## src/rtl/alu_multicycle_if.sv

```systemverilog
// Request/result bundle between the control FSM and the multicycle ALU.
// The master drives the operation request; the ALU answers on the slave side.
interface alu_multicycle_if #(
    parameter int WIDTH = 8
);
    logic             start;
    logic [2:0]       ALUOp;
    logic [WIDTH-1:0] in1;
    logic [WIDTH-1:0] in2;
    logic [WIDTH-1:0] out;
    logic             N;
    logic             Z;
    logic             C;
    logic             V;
    logic             busy;
    logic             done;

    modport master (
        output start, ALUOp, in1, in2,
        input  out, N, Z, C, V, busy, done
    );

    modport slave (
        input  start, ALUOp, in1, in2,
        output out, N, Z, C, V, busy, done
    );
endinterface

```

## src/rtl/alu_multicycle.sv

```systemverilog
// Multicycle ALU: single-cycle ADD/SUB/OR/NAND plus an iterative one-bit-per-cycle
// shifter, with registered result/flags and a start/busy/done handshake.
module alu_multicycle #(
    parameter int WIDTH = 8
) (
    input  logic             clock,
    input  logic             reset,
    alu_multicycle_if.slave  bus
);
    localparam int S = $clog2(WIDTH);

    localparam logic [2:0] OP_ADD   = 3'b000;
    localparam logic [2:0] OP_SUB   = 3'b001;
    localparam logic [2:0] OP_OR    = 3'b010;
    localparam logic [2:0] OP_NAND  = 3'b011;
    localparam logic [2:0] OP_SHIFT = 3'b100;

    typedef enum logic {
        IDLE  = 1'b0,
        SHIFT = 1'b1
    } state_t;

    state_t           state_q, state_d;
    logic [WIDTH-1:0] work_q, work_d;
    logic [S-1:0]     cnt_q, cnt_d;
    logic             dir_q, dir_d;
    logic [WIDTH-1:0] out_q, out_d;
    logic             n_q, n_d;
    logic             z_q, z_d;
    logic             c_q, c_d;
    logic             v_q, v_d;
    logic             done_q, done_d;

    logic [WIDTH:0]   add_r;
    logic [WIDTH:0]   sub_r;
    logic             add_v;
    logic             sub_v;
    logic [WIDTH-1:0] sh_next;
    logic             sh_out;
    logic [S-1:0]     sh_amt;

    logic             fin;
    logic [WIDTH-1:0] res;
    logic             res_c;
    logic             res_v;

    // Extra top bit of the sums is the carry; for SUB it is the no-borrow flag.
    assign add_r = {1'b0, bus.in1} + {1'b0, bus.in2};
    assign sub_r = {1'b0, bus.in1} + {1'b0, ~bus.in2} + {{WIDTH{1'b0}}, 1'b1};
    assign add_v = (bus.in1[WIDTH-1] == bus.in2[WIDTH-1]) &&
                   (add_r[WIDTH-1] != bus.in1[WIDTH-1]);
    assign sub_v = (bus.in1[WIDTH-1] != bus.in2[WIDTH-1]) &&
                   (sub_r[WIDTH-1] != bus.in1[WIDTH-1]);
    assign sh_amt = bus.in2[S-1:0];

    always_comb begin
        if (dir_q) begin
            sh_next = {1'b0, work_q[WIDTH-1:1]};
            sh_out  = work_q[0];
        end else begin
            sh_next = {work_q[WIDTH-2:0], 1'b0};
            sh_out  = work_q[WIDTH-1];
        end
    end

    always_comb begin
        state_d = state_q;
        work_d  = work_q;
        cnt_d   = cnt_q;
        dir_d   = dir_q;
        out_d   = out_q;
        n_d     = n_q;
        z_d     = z_q;
        c_d     = c_q;
        v_d     = v_q;
        done_d  = 1'b0;
        fin     = 1'b0;
        res     = '0;
        res_c   = 1'b0;
        res_v   = 1'b0;

        case (state_q)
            IDLE: begin
                if (bus.start) begin
                    case (bus.ALUOp)
                        OP_ADD: begin
                            fin   = 1'b1;
                            res   = add_r[WIDTH-1:0];
                            res_c = add_r[WIDTH];
                            res_v = add_v;
                        end
                        OP_SUB: begin
                            fin   = 1'b1;
                            res   = sub_r[WIDTH-1:0];
                            res_c = sub_r[WIDTH];
                            res_v = sub_v;
                        end
                        OP_OR: begin
                            fin = 1'b1;
                            res = bus.in1 | bus.in2;
                        end
                        OP_NAND: begin
                            fin = 1'b1;
                            res = ~(bus.in1 & bus.in2);
                        end
                        OP_SHIFT: begin
                            work_d = bus.in1;
                            cnt_d  = sh_amt;
                            dir_d  = bus.in2[WIDTH-1];
                            if (sh_amt == '0) begin
                                fin = 1'b1;
                                res = bus.in1;
                            end else begin
                                state_d = SHIFT;
                            end
                        end
                        default: begin
                            fin = 1'b1;
                        end
                    endcase
                end
            end
            SHIFT: begin
                work_d = sh_next;
                cnt_d  = cnt_q - S'(1);
                if (cnt_q == S'(1)) begin
                    state_d = IDLE;
                    fin     = 1'b1;
                    res     = sh_next;
                    res_c   = sh_out;
                end
            end
            default: state_d = IDLE;
        endcase

        if (fin) begin
            out_d  = res;
            n_d    = res[WIDTH-1];
            z_d    = (res == '0);
            c_d    = res_c;
            v_d    = res_v;
            done_d = 1'b1;
        end
    end

    always_ff @(posedge clock) begin
        if (reset) begin
            state_q <= IDLE;
            work_q  <= '0;
            cnt_q   <= '0;
            dir_q   <= 1'b0;
            out_q   <= '0;
            n_q     <= 1'b0;
            z_q     <= 1'b0;
            c_q     <= 1'b0;
            v_q     <= 1'b0;
            done_q  <= 1'b0;
        end else begin
            state_q <= state_d;
            work_q  <= work_d;
            cnt_q   <= cnt_d;
            dir_q   <= dir_d;
            out_q   <= out_d;
            n_q     <= n_d;
            z_q     <= z_d;
            c_q     <= c_d;
            v_q     <= v_d;
            done_q  <= done_d;
        end
    end

    assign bus.out  = out_q;
    assign bus.N    = n_q;
    assign bus.Z    = z_q;
    assign bus.C    = c_q;
    assign bus.V    = v_q;
    assign bus.busy = (state_q == SHIFT);
    assign bus.done = done_q;
endmodule

```

## src/flat_wrapper.sv

```systemverilog
// flat-port wrapper written by rule: the top's interface ports become plain ports
module alu_multicycle_flat 
#(
    parameter int WIDTH = 8
)
  (clock, reset, bus_start, bus_ALUOp, bus_in1, bus_in2, bus_out, bus_N, bus_Z, bus_C, bus_V, bus_busy, bus_done);
  alu_multicycle_if #(.WIDTH(WIDTH)) bus_i ();
  input  logic clock;
  input  logic reset;
  input wire logic [$bits(bus_i.start)-1:0] bus_start;
  input wire logic [$bits(bus_i.ALUOp)-1:0] bus_ALUOp;
  input wire logic [$bits(bus_i.in1)-1:0] bus_in1;
  input wire logic [$bits(bus_i.in2)-1:0] bus_in2;
  output wire logic [$bits(bus_i.out)-1:0] bus_out;
  output wire logic [$bits(bus_i.N)-1:0] bus_N;
  output wire logic [$bits(bus_i.Z)-1:0] bus_Z;
  output wire logic [$bits(bus_i.C)-1:0] bus_C;
  output wire logic [$bits(bus_i.V)-1:0] bus_V;
  output wire logic [$bits(bus_i.busy)-1:0] bus_busy;
  output wire logic [$bits(bus_i.done)-1:0] bus_done;
  assign bus_i.start = bus_start;
  assign bus_i.ALUOp = bus_ALUOp;
  assign bus_i.in1 = bus_in1;
  assign bus_i.in2 = bus_in2;
  assign bus_out = bus_i.out;
  assign bus_N = bus_i.N;
  assign bus_Z = bus_i.Z;
  assign bus_C = bus_i.C;
  assign bus_V = bus_i.V;
  assign bus_busy = bus_i.busy;
  assign bus_done = bus_i.done;
  alu_multicycle #(.WIDTH(WIDTH)) u_core (.clock(clock), .reset(reset), .bus(bus_i));
endmodule
```

## config.mk

```make
export PLATFORM = sky130hd
export DESIGN_NAME = alu_multicycle_flat
export DESIGN_NICKNAME = d
export VERILOG_FILES = /design/src/rtl/alu_multicycle_if.sv /design/src/rtl/alu_multicycle.sv /design/src/flat_wrapper.sv
export SDC_FILE = /design/constraint.sdc
export NUM_CORES = 1
export LEC_CHECK = 0
export CORE_MARGIN = 5
export CORE_UTILIZATION = 40
export CTS_CLUSTER_SIZE = 16
export DETAILED_ROUTE_END_ITERATION = 16
export HOLD_SLACK_MARGIN = 0.02
export SLEW_MARGIN = 20
export SYNTH_ARGS = -nofsm -noshare
export SYNTH_HDL_FRONTEND = slang
export SYNTH_SLANG_ARGS = --single-unit
```

## constraint.sdc

```tcl
create_clock -name clock -period 2.4 [get_ports clock]
set_clock_uncertainty 0.05 [all_clocks]
set_input_delay 0.36 -clock clock [delete_from_list [all_inputs] [get_ports clock]]
set_output_delay 0.36 -clock clock [all_outputs]
set_load 0.01 [all_outputs]
```

# Yosys cells after proc, flatten, opt, wreduce, memory -nomap -nowiden
# Cells that the tools add are included.
# word_totals
register_bits,26
output_inout_bits,14
word_cells,68
# op_classes
add_sub_neg,4
n_eq_ne,11
muxes,31
bitwise_logic,5
n_reduce_logical,7
# ops
cell,n
8-bit two-way mux,6
8-bit case mux with 5 select lines,1
8-bit case mux with 2 select lines,2
8-bit by 8-bit adder with 9-bit output,2
8-bit NOT,2
1-bit two-way mux,14
1-bit case mux with 2 select lines,5
9-bit by 1-bit adder with 9-bit output (second input constant),1
8-bit bitwise AND,1
8-bit zero test,1
8-bit OR,1
3-bit by 1-bit equality test with 1-bit output (second input constant),2
3-bit by 2-bit equality test with 1-bit output (second input constant),2
3-bit zero test,2
3-bit two-way mux,2
3-bit case mux with 2 select lines,1
2-bit inequality test (second input constant),2
3-bit equality test (second input constant),1
1-bit inequality test,3
3-bit AND reduction,1
3-bit by 1-bit subtractor with 3-bit output (second input constant),1
1-bit logical AND,2
2-bit AND reduction,1
1-bit equality test,1
1-bit NOT,1

# Depth between registers and ports, before layout
# depth
word_depth,8
mapped_depth,10
depth_no_buf,10

# Worst setup path before layout
# Ideal clock, no wire load.
# synth_timing
path_kind,input-to-reg
start,in bus_in2[3]
end,"reg u_core.z_q, in the netlist u_core.bus.Z"
arrival_time_ns,2.083
t_required_ns,2.266
path_slack_ns,0.183
cell_stages,10
cell_sequence,inv_1 > ha_1 > buf_2 > nor3_1 > o311ai_2 > a21oi_1 > or3_1 > a31oi_1 > nand2_1 > o31ai_2
# synth_via
elab_chain_cells,7
elab_cells_between_ends,11
cone_classes,add/sub (3); mux (3); bitwise (4); reduce/logical (1)
# synth_rtl
element,line,text
start: declaration,flat_wrapper.sv:13,input wire logic [$bits(bus_i.in2)-1:0] bus_in2;
8-bit NOT,alu_multicycle.sv:49,"assign sub_r = {1'b0, bus.in1} + {1'b0, ~bus.in2} + {{WIDTH{1'b0}}, 1'b1};"
8-bit by 8-bit adder with 9-bit output,alu_multicycle.sv:49,
9-bit by 1-bit adder with 9-bit output,alu_multicycle.sv:49,
8-bit case mux with 5 select lines *,alu_multicycle.sv:85,case (bus.ALUOp)
8-bit two-way mux *,alu_multicycle.sv:84,if (bus.start) begin
8-bit case mux with 2 select lines *,alu_multicycle.sv:82,case (state_q)
8-bit zero test *,alu_multicycle.sv:139,z_d = (res == '0);
end signal: assignment,alu_multicycle.sv:165,z_q <= z_d;
end: declaration,alu_multicycle.sv:29,"logic z_q, z_d;"
# Mark *: on every way between the ends. The rest lies on a longest branch, timed or not.
# A chain may end at the register's enable or synchronous reset.

# Final worst setup path
# layout_timing
start,in bus_in2[4]
end,"reg u_core.z_q, in the netlist u_core.bus.Z"
# The elaborated chain is that of the path after synthesis.

==> impl_metrics.yaml <==
outcome:
  status: "finished clean"
setup_path:
  reg2reg_to: "u_core.bus.Z"
  required_ps: 2540
  path_class: "input port to register"
  start_kind: "input port"
  worstPathMaxFanout: 3
  r2r_setup_slack_ps: 410
  reg2regPathDepth: 6
  reg2reg_from: "u_core.dir_q"
  cp-end-kind: "register"
  worst-endpoint-arrival_ps: 2440
timing:
  worst_pin_slew_ps: 577
  fin_crit_ps: 2300
  hold_viol: 0
  relSlewSlack_pct: 61.4
  setup_violations: 0
  timing.fmax_ghz: 0.435
  slew_violations: 0
  timing.final.crit_share_pct: 95.7
logic_synthesis:
  ys_ff_latch: 25
  yosys_warnings: 0
  yosysTopAreaCell: "dfxtp_1"
  yosys.area.top_type_share_pct: 21.1
  netlist_area_mm2: 0.00237
  avgSynthCellArea_um2: 7.78
  yosysSeqAreaShare_pct: 21.1
  synthTopCellsByArea: "dfxtp_1 21%, ha_1 14%, mux2i_1 8.4%"
  synth_cells: 305
  synth_nets: 355
  synth_cell_types: 53
routing:
  wl_per_cell_um: 14.8
  vias: 2602
  finalWirelength_um: 7250
  dr.pass1.iters: 5
  drtIter0Drc: 175
  drc: 0
  viasPerCell: 5.32
  ant_nets: 0
floorplanning:
  chipHeight_um: 87.0
  die_area_mm2: 0.00757
  pin_count: 36
  initial_core_util_pct: 40.6
  core_area_mm2: 0.00585
  rows: 28
  dieWidth_um: 87.0
clock_network:
  clock_sinks: 25
  root_buffer: "clkbuf_8"
  clkLatencyLatePin_ps: 260
  cts_tree: "yes"
  cts_made_buffers: 3
  htree_levels: 1
  cts_hold_buffers: 0
  clockBufferDepth: 2
  path_clk_slew_ps: 90
power:
  ir_drop_uv: 403
  finalPower_mw: 1.27
  p_per_area_mw_per_mm2: 352
  power_leakage_nw: 1.58
placement:
  io_buffers: 35
  routabilityCongestion: 0.910
  detailed_place_hpwl_um: 5930
  dp.cells: 479
global_route:
  grt_remaining_overflow: 0
  grt_first_pass_wirelength_um: 12100
  grt_usage_pct: 19.7
  antenna_found_initial: 0
  grt_max_degree: 26
  grt_pass1_vias: 2501
layout:
  layout_common_cells: "88 x buf_4, 25 x a21oi_1, 25 x dfxtp_1, 24 x nor2_1, 23 x clkdlybuf4s50_1"
  layout_commonest_cell: "buf_4"
  syn_to_final_growth_pct: 51.9
  diodes: 0
  final-instance-count-excl-fill: 489
  final_nets: 465
  drive_gt1_share_pct: 31.2
min_path:
  hold_path_class: "register to register"
  hold_start: "u_core.bus.out[1]"
  hold_end: "u_core.bus.out[1]"
  min_delay_path_depth: 2
run:
  drv_cap: 0
[Yosys cell counts (all sizes together)]
master / count
a21oi: 26
ha: 26
dfxtp: 25
inv: 25
nor2: 25
nand2: 22
mux2i: 20
a211oi: 17
nor3: 13
o21ai: 12
clkbuf: 10
buf: 9
nor2b: 9
a22oi: 7
xnor2: 7
a31oi: 4
nand3b: 4
o211ai: 4
a221oi: 3
or3: 3
a21o: 2
a222oi: 2
and2: 2
and3: 2
fa: 2
nand4: 2
o22ai: 2
o31ai: 2
or2: 2
a211o: 1
a32oi: 1
and4: 1
mux2: 1
nand2b: 1
nand3: 1
nor3b: 1
nor4: 1
o21a: 1
o21ba: 1
o21bai: 1
o22a: 1
o311ai: 1
o32a: 1
o41ai: 1
xor2: 1
[critical path: stages]
cell and delay [ps]:
clkdlybuf4s50_1 480, inv_1 80, ha_4 260, nor3_2 170
nand2_1 130, a32oi_2 240, xor2_1 170, o31ai_1 90
or2_1 230, o31ai_2 230
[where the power goes]
group | switching, mW | leakage (nW) | internal (mW)
sequential | 0.0173 | 0.204 | 0.437
combinational | 0.265 | 1.35 | 0.294
clock | 0.139 | 0.0217 | 0.117
[per-stage QoR]
stage	util (%)	setup TNS (ps)	setup slack, ps	area, µm²	hold WS [ps]
after detailed placement	57.2	-2980	-477	3350	400
after global routing	61.6	-17.3	-13.1	3600	442
after CTS	59.8	0	1.57	3500	414
final	61.6	0	102	3600	412
after global placement	57.2	-2800	-441	3350	394
after floorplan	-	0	183	2370	420
[layer usage]
layer,GRT usage [%],up-vias,wire (µm)
li1,-,1310,-
met1,27.9,1207,3260
met2,33.5,79,3510
met3,0.568,6,385
met4,3.54,0,95
met5,0,-,0
[repair_timing]
item,CTS,global route
pin swaps,12,19
buffers inserted,2,4
resized for setup,21,28
setup endpoints to repair,6,6
[sequential cells by signal, indices dropped and copies added, names as in the netlist]
name and count:
u_core.work_q 8, u_core.cnt_q 3, u_core.bus.Z 1, u_core.bus.busy 1, u_core.bus.V 1, u_core.bus.out 7, u_core.bus.N 1, u_core.dir_q 1
u_core.bus.C 1, u_core.bus.done 1
[cells by family (layout without fill, tap and decap cells)]
logic type      count (synthesis)  after routing  synth area share [%]
mux                            21             21                  8.91
fa+ha+maj                      28             28                  15.4
buf+inv                        44            153                  7.85
xor+xnor                        8              8                  2.95
flops                          25             25                  21.1
compound gates                 90             90                  25.6
simple gates                   89             89                  18.2
[area by class of cell]
cell class / instances / area, µm²
fillers: 510 / 2250
inverters: 25 / 93.8
clock inverters: 1 / 7.51
well taps: 75 / 93.8
repair buffers: 124 / 1030
multi-input cells: 236 / 1840
clock buffers: 3 / 41.3
flip-flops and latches: 25 / 500
[worst max-delay path by stage]
stage,startpoint,end,slack (ps),cells after the start
after floorplan,bus_in2[3],u_core.bus.Z,180,10
after global placement,bus_in2[1],u_core.bus.Z,-440,10
after detailed placement,bus_in2[2],u_core.bus.Z,-480,10
after CTS,bus_in2[7],u_core.bus.Z,2,9
after global routing,bus_in2[0],u_core.bus.Z,-10,10
final,bus_in2[4],u_core.bus.Z,100,10
(Power assumes the default switching activity.)
